$ cat src/rtl/slave_mem.sv
// rtl/slave_mem.sv - memory-backed slave on split addr/cmd/write-data channels with a valid/ready read response
// Optional build macro SLAVE_MEM_CLEAR_EN: asynchronous reset also zeroes the memory array.
module slave_mem #(
    parameter int W      = 8,
    parameter int A      = 4,
    parameter int RD_LAT = 1
) (
    input  logic         clk,
    input  logic         rst_n,
    input  logic [A-1:0] addr,
    input  logic         addr_val,
    output logic         addr_rdy,
    input  logic         cmd,
    input  logic         cmd_val,
    output logic         cmd_rdy,
    input  logic [W-1:0] wr_data,
    input  logic         wr_val,
    output logic         wr_rdy,
    output logic [W-1:0] rd_data,
    output logic         rd_val,
    input  logic         rd_rdy
);
    localparam int DEPTH = 1 << A;

    typedef enum logic [1:0] {S_COLLECT, S_EXEC, S_WAIT, S_RESP} state_t;

    state_t       state, state_nxt;
    logic         addr_got, cmd_got, wr_got;
    logic [A-1:0] addr_q;
    logic         cmd_q;
    logic [W-1:0] wr_q;
    logic [W-1:0] rd_word;
    logic [1:0]   cnt;
    logic [W-1:0] mem [DEPTH];

    logic addr_hs, cmd_hs, wr_hs;
    logic cmd_eff, go;

    assign addr_hs = addr_val & addr_rdy;
    assign cmd_hs  = cmd_val & cmd_rdy;
    assign wr_hs   = wr_val & wr_rdy;

    // Look through this cycle's handshakes so EXEC follows the last capture directly.
    assign cmd_eff = cmd_got ? cmd_q : cmd;
    assign go      = (addr_got | addr_hs) & (cmd_got | cmd_hs) & (!cmd_eff | wr_got | wr_hs);

    always_ff @(posedge clk or negedge rst_n) begin
        if (!rst_n) state <= S_COLLECT;
        else        state <= state_nxt;
    end

    always_comb begin
        state_nxt = state;
        case (state)
            S_COLLECT: if (go) state_nxt = S_EXEC;
            S_EXEC:    state_nxt = cmd_q ? S_COLLECT : S_WAIT;
            S_WAIT:    if (cnt == 2'd0) state_nxt = S_RESP;
            S_RESP:    if (rd_rdy) state_nxt = S_COLLECT;
            default:   state_nxt = S_COLLECT;
        endcase
    end

    // Readies come only from registered state so they never loop back through the *_val inputs.
    always_comb begin
        addr_rdy = 1'b0;
        cmd_rdy  = 1'b0;
        wr_rdy   = 1'b0;
        if (state == S_COLLECT) begin
            addr_rdy = !addr_got;
            cmd_rdy  = !cmd_got;
            wr_rdy   = !wr_got & cmd_got & cmd_q;
        end
    end

    always_ff @(posedge clk or negedge rst_n) begin
        if (!rst_n) begin
            addr_got <= 1'b0;
            cmd_got  <= 1'b0;
            wr_got   <= 1'b0;
            addr_q   <= '0;
            cmd_q    <= 1'b0;
            wr_q     <= '0;
            rd_word  <= '0;
            cnt      <= 2'd0;
            rd_data  <= '0;
            rd_val   <= 1'b0;
        end else begin
            case (state)
                S_COLLECT: begin
                    if (addr_hs) begin
                        addr_q   <= addr;
                        addr_got <= 1'b1;
                    end
                    if (cmd_hs) begin
                        cmd_q   <= cmd;
                        cmd_got <= 1'b1;
                    end
                    if (wr_hs) begin
                        wr_q   <= wr_data;
                        wr_got <= 1'b1;
                    end
                end
                S_EXEC: begin
                    if (cmd_q) begin
                        addr_got <= 1'b0;
                        cmd_got  <= 1'b0;
                        wr_got   <= 1'b0;
                    end else begin
                        rd_word <= mem[addr_q];
                        cnt     <= 2'(RD_LAT - 1);
                    end
                end
                S_WAIT: begin
                    if (cnt == 2'd0) begin
                        rd_data <= rd_word;
                        rd_val  <= 1'b1;
                    end else begin
                        cnt <= cnt - 2'd1;
                    end
                end
                S_RESP: begin
                    if (rd_rdy) begin
                        rd_val   <= 1'b0;
                        addr_got <= 1'b0;
                        cmd_got  <= 1'b0;
                        wr_got   <= 1'b0;
                    end
                end
                default: ;
            endcase
        end
    end

`ifdef SLAVE_MEM_CLEAR_EN
    always_ff @(posedge clk or negedge rst_n) begin
        if (!rst_n) begin
            for (int i = 0; i < DEPTH; i++) mem[i] <= '0;
        end else if (state == S_EXEC && cmd_q) begin
            mem[addr_q] <= wr_q;
        end
    end
`else
    // An asynchronous reset forces COLLECT, so a write caught in EXEC is dropped.
    always_ff @(posedge clk) begin
        if (state == S_EXEC && cmd_q) mem[addr_q] <= wr_q;
    end
`endif

endmodule

$ cat config.mk
export PLATFORM = sky130hd
export DESIGN_NAME = slave_mem
export DESIGN_NICKNAME = d
export VERILOG_FILES = /design/src/rtl/slave_mem.sv
export SDC_FILE = /design/constraint.sdc
export NUM_CORES = 1
export LEC_CHECK = 0
export CAP_MARGIN = 20
export CORE_MARGIN = 1
export CORE_UTILIZATION = 31
export CTS_BUF_LIST = sky130_fd_sc_hd__clkbuf_16
export DETAILED_ROUTE_END_ITERATION = 16
export GPL_ROUTABILITY_DRIVEN = 0
export SLEW_MARGIN = 20
export SYNTH_ARGS = -nofsm -noshare
export SYNTH_HDL_FRONTEND = slang
export SYNTH_SLANG_ARGS = --single-unit
$ cat constraint.sdc
create_clock -name clk -period 2.18 [get_ports clk]
set_clock_uncertainty 0.2 [all_clocks]
set_input_delay 0.654 -clock clk [delete_from_list [all_inputs] [get_ports clk]]
set_output_delay 0.654 -clock clk [all_outputs]
set_load 0.01 [all_outputs]
==> impl_metrics.yaml <==
sta:
  setup_viol_count_final: 1
  clock.fmax_mhz: 439
  finalCriticalPeriod_ns: 2.28
  finalCritPeriodShare_pct: 105
  rsz0062_at_grt: "true"
  finalHoldViolCount: 0
  setup_ws_final_ns: -0.0997
  setup_total_negative_slack_ns: -0.0997
  timing.final.max_slew_violations: 0
  timing.slew.headroom_pct: 53.9
  worst_slew_pin_slew_ns: 0.691
drt:
  drt_iter0_markers: 236
  drc_violations_left: 0
  totalWireLength_microns: 13800
  vias_after_detailed_routing: 3680
  avgRoutedWirePerCell_microns: 18.1
  drt-vias-per-instance: 4.83
  drt_pre_antenna_iters: 5
  antenna_violating_nets_post_route: 0
die:
  rows: 53
  pin_count: 31
  coreArea_sq_um: 21000
  floorplan.die.width_microns: 149
  initial_utilization_pct: 31.7
  die_h_microns: 149
  floorplan.die_area_sq_um: 22100
cells_and_area:
  layout.nets: 494
  final_area_sq_um: 8130
  num_antenna_cells: 0
  drive_above_1_share_pct: 22.2
  highest_count_cells_in_the_layout_ignoring_fill_and_taps: "128 x sky130_fd_sc_hd__edfxtp_1, 48 x sky130_fd_sc_hd__mux2i_1, 36 x sky130_fd_sc_hd__dfrtp_1"
  instances_no_fill: 762
  areaGrowthSynthToFinish_pct: 22.2
  layout_commonest_cell: "sky130_fd_sc_hd__edfxtp_1"
grt:
  grt-ovfl-total: 0
  grt_max_degree: 30
  antenna_found_initial: 0
  first_global_vias: 3910
  gr-usage-all-layers_pct: 13.8
  grt_pass1_wl_microns: 22100
flow_run:
  maxCapViolCount: 0
logic_synthesis:
  synth-edff-count: 128
  synth-warning-count: 0
  synth_top_area_share_pct: 57.8
  synthTopCellsByArea: "sky130_fd_sc_hd__edfxtp_1 58%, sky130_fd_sc_hd__dfrtp_1 14%, sky130_fd_sc_hd__mux2i_1 7.2%, sky130_fd_sc_hd__mux2_2 3.4%, sky130_fd_sc_hd__nor2_1 1.9%"
  ys_seq_elements: 165
  synth-async-reset-ratio_pct: 22.4
  cell_type_with_the_largest_total_area_after_synthesis: "sky130_fd_sc_hd__edfxtp_1"
  post_synth_num_cell_types: 44
  ys.flop_type: "sky130_fd_sc_hd__edfxtp_1"
  postSynthNetCount: 426
  postSynthAreaPerCell_sq_um: 16.4
  synth_sequential_area_ratio_pct: 71.7
  synth.cell_area_sq_um: 6660
  synth_cells: 406
critical_path:
  arrival_time_worst_endpoint_ns: 1.43
  critical-path-slowest-cell: "sky130_fd_sc_hd__dfrtp_1"
  start_kind: "flip-flop"
  critical_path_class: "reg -> out"
  worst_path_bufs_invs: 1
  worst_path_dominant_cell_family: "simple AND/OR/NAND/NOR gates"
  worst_ep_required_time_ns: 1.33
  crit_chain: "nor4b_4, and2_1, buf_2"
  crit_path_end_kind: "output port"
  critical_path.max_fanout: 2
  critical-path-max-stage-delay_ns: 0.43
cts:
  cts_htree_levels: 4
  clk_path_buf_depth: 2
  cts_tree: "yes"
  cts_buffers: 17
  cts_sinks: 165
  worst_setup_hold_path_clk_slew_ns: 0.06
  cts-root-buf: "sky130_fd_sc_hd__clkbuf_16"
  clkLatencyLatePin_ns: 0.42
pwr:
  vdd.ir_drop.worst_v: 0.000570
  static-leakage-power_nw: 3.00
  pwr_density_cell_nw_per_um2: 1320
place:
  place_ws_ns: -0.0911
  post_dp_cell_area_sq_um: 7440
  placedCellCount: 727
  placement.io_buffers: 30
  dp_hpwl_microns: 9210
status:
  run_status: "finished, violations left"
  failing_checks: "setup timing"
min_path:
  min_path_type: "reg -> reg"
==> worst register-to-register path: stages (launching register included) <==
cell,delay (ns)
sky130_fd_sc_hd__dfrtp_1,0.43
sky130_fd_sc_hd__buf_6,0.15
sky130_fd_sc_hd__buf_4,0.18
sky130_fd_sc_hd__or4_4,0.54
sky130_fd_sc_hd__nor2_2,0.12
sky130_fd_sc_hd__buf_4,0.19
==> stage by stage <==
stage	total power, mW	hold slack (ns)	utilization [%]
after floorplan	6.67	0.158	-
after global placement	7.73	0.289	35.4
after detailed placement	7.82	0.298	35.4
after CTS	10.9	0.312	38.5
after global routing	11.3	0.326	38.7
final	10.8	0.300	38.7
==> final timing paths <==
path	startpoint	to	slack (ns)	depth (start not counted)
worst max-delay path	flip-flop	wr_rdy	-0.1	3
worst min-delay path	rd_data[6]	rd_data[6]	0.30	1
worst max register to register	flip-flop	mem[6][7]	0.07	5
worst min register to register	rd_data[6]	rd_data[6]	0.30	1
max in group asynchronous	rst_n	rd_data[6]	0.78	3
min in group asynchronous	rst_n	cmd_q	0.52	2
==> synth_stat cells, types with 5 or more instances <==
cell type                    n
sky130_fd_sc_hd__nand3_1     6
sky130_fd_sc_hd__buf_4       5
sky130_fd_sc_hd__nor2_1     33
sky130_fd_sc_hd__o22ai_1    14
sky130_fd_sc_hd__a31oi_1     8
sky130_fd_sc_hd__buf_2       6
sky130_fd_sc_hd__mux2i_1    48
sky130_fd_sc_hd__o21ai_0     5
sky130_fd_sc_hd__nand2_1    17
sky130_fd_sc_hd__dfrtp_1    37
sky130_fd_sc_hd__edfxtp_1  128
sky130_fd_sc_hd__mux2_2     20
sky130_fd_sc_hd__inv_1       6
sky130_fd_sc_hd__nor3_1      8
==> flip-flops by register name, summed over array words and instances (netlist names), named ones only <==
name / count
rd_word: 8
addr_got: 1
rd_data: 8
cmd_q: 1
mem: 128
wr_got: 1
wr_q: 8
rd_val: 1
cmd_got: 1
addr_q: 4
state: 1
cnt: 2
==> final cells by class <==
| type | count | area [sq um] |
|---|---|---|
| Clock buffer | 21 | 526 |
| Timing Repair Buffer | 70 | 651 |
| Tap cell | 275 | 344 |
| Sequential cell | 165 | 4770 |
| Fill cell | 1904 | 12900 |
| Multi-Input combinational cell | 214 | 1740 |
| Inverter | 6 | 22.5 |
| Clock inverter | 11 | 76.3 |
==> power breakdown <==
part	internal (mW)	switching, mW	total (mW)
Combinational	1.47	1.57	3.04
Clock	1.82	1.16	2.98
Sequential	4.11	0.643	4.75
==> kinds of logic (layout without fill, tap and decap cells) <==
family | count (synthesis) | after routing | share of synthesized area [%]
compound gates | 54 | 54 | 5.43
flops | 165 | 165 | 71.7
simple gates | 83 | 83 | 6.17
buf+inv | 27 | 108 | 3.01
fa+ha+maj | 1 | 1 | 0.188
mux | 76 | 76 | 13.5
==> metal layers <==
layer  part of all wire [%]  vias to the layer above  GRT usage, %
met5                      0                        -             0
met4                    1.4                        0          5.46
met3                    5.4                       11          3.99
met2                     49                       96          22.4
met1                     44                     1860          17.3
li1                       -                     1713             -
==> what timing repair did <==
item / in CTS / in global routing
endpoints found under the setup margin: 20 / 43
hold buffers: 1 / 0
pin swaps: 3 / 3
buffers inserted: 1 / 1
endpoints found under the hold margin: 18 / 0
gates resized for setup: 21 / 12
(Power assumes the default switching activity.)
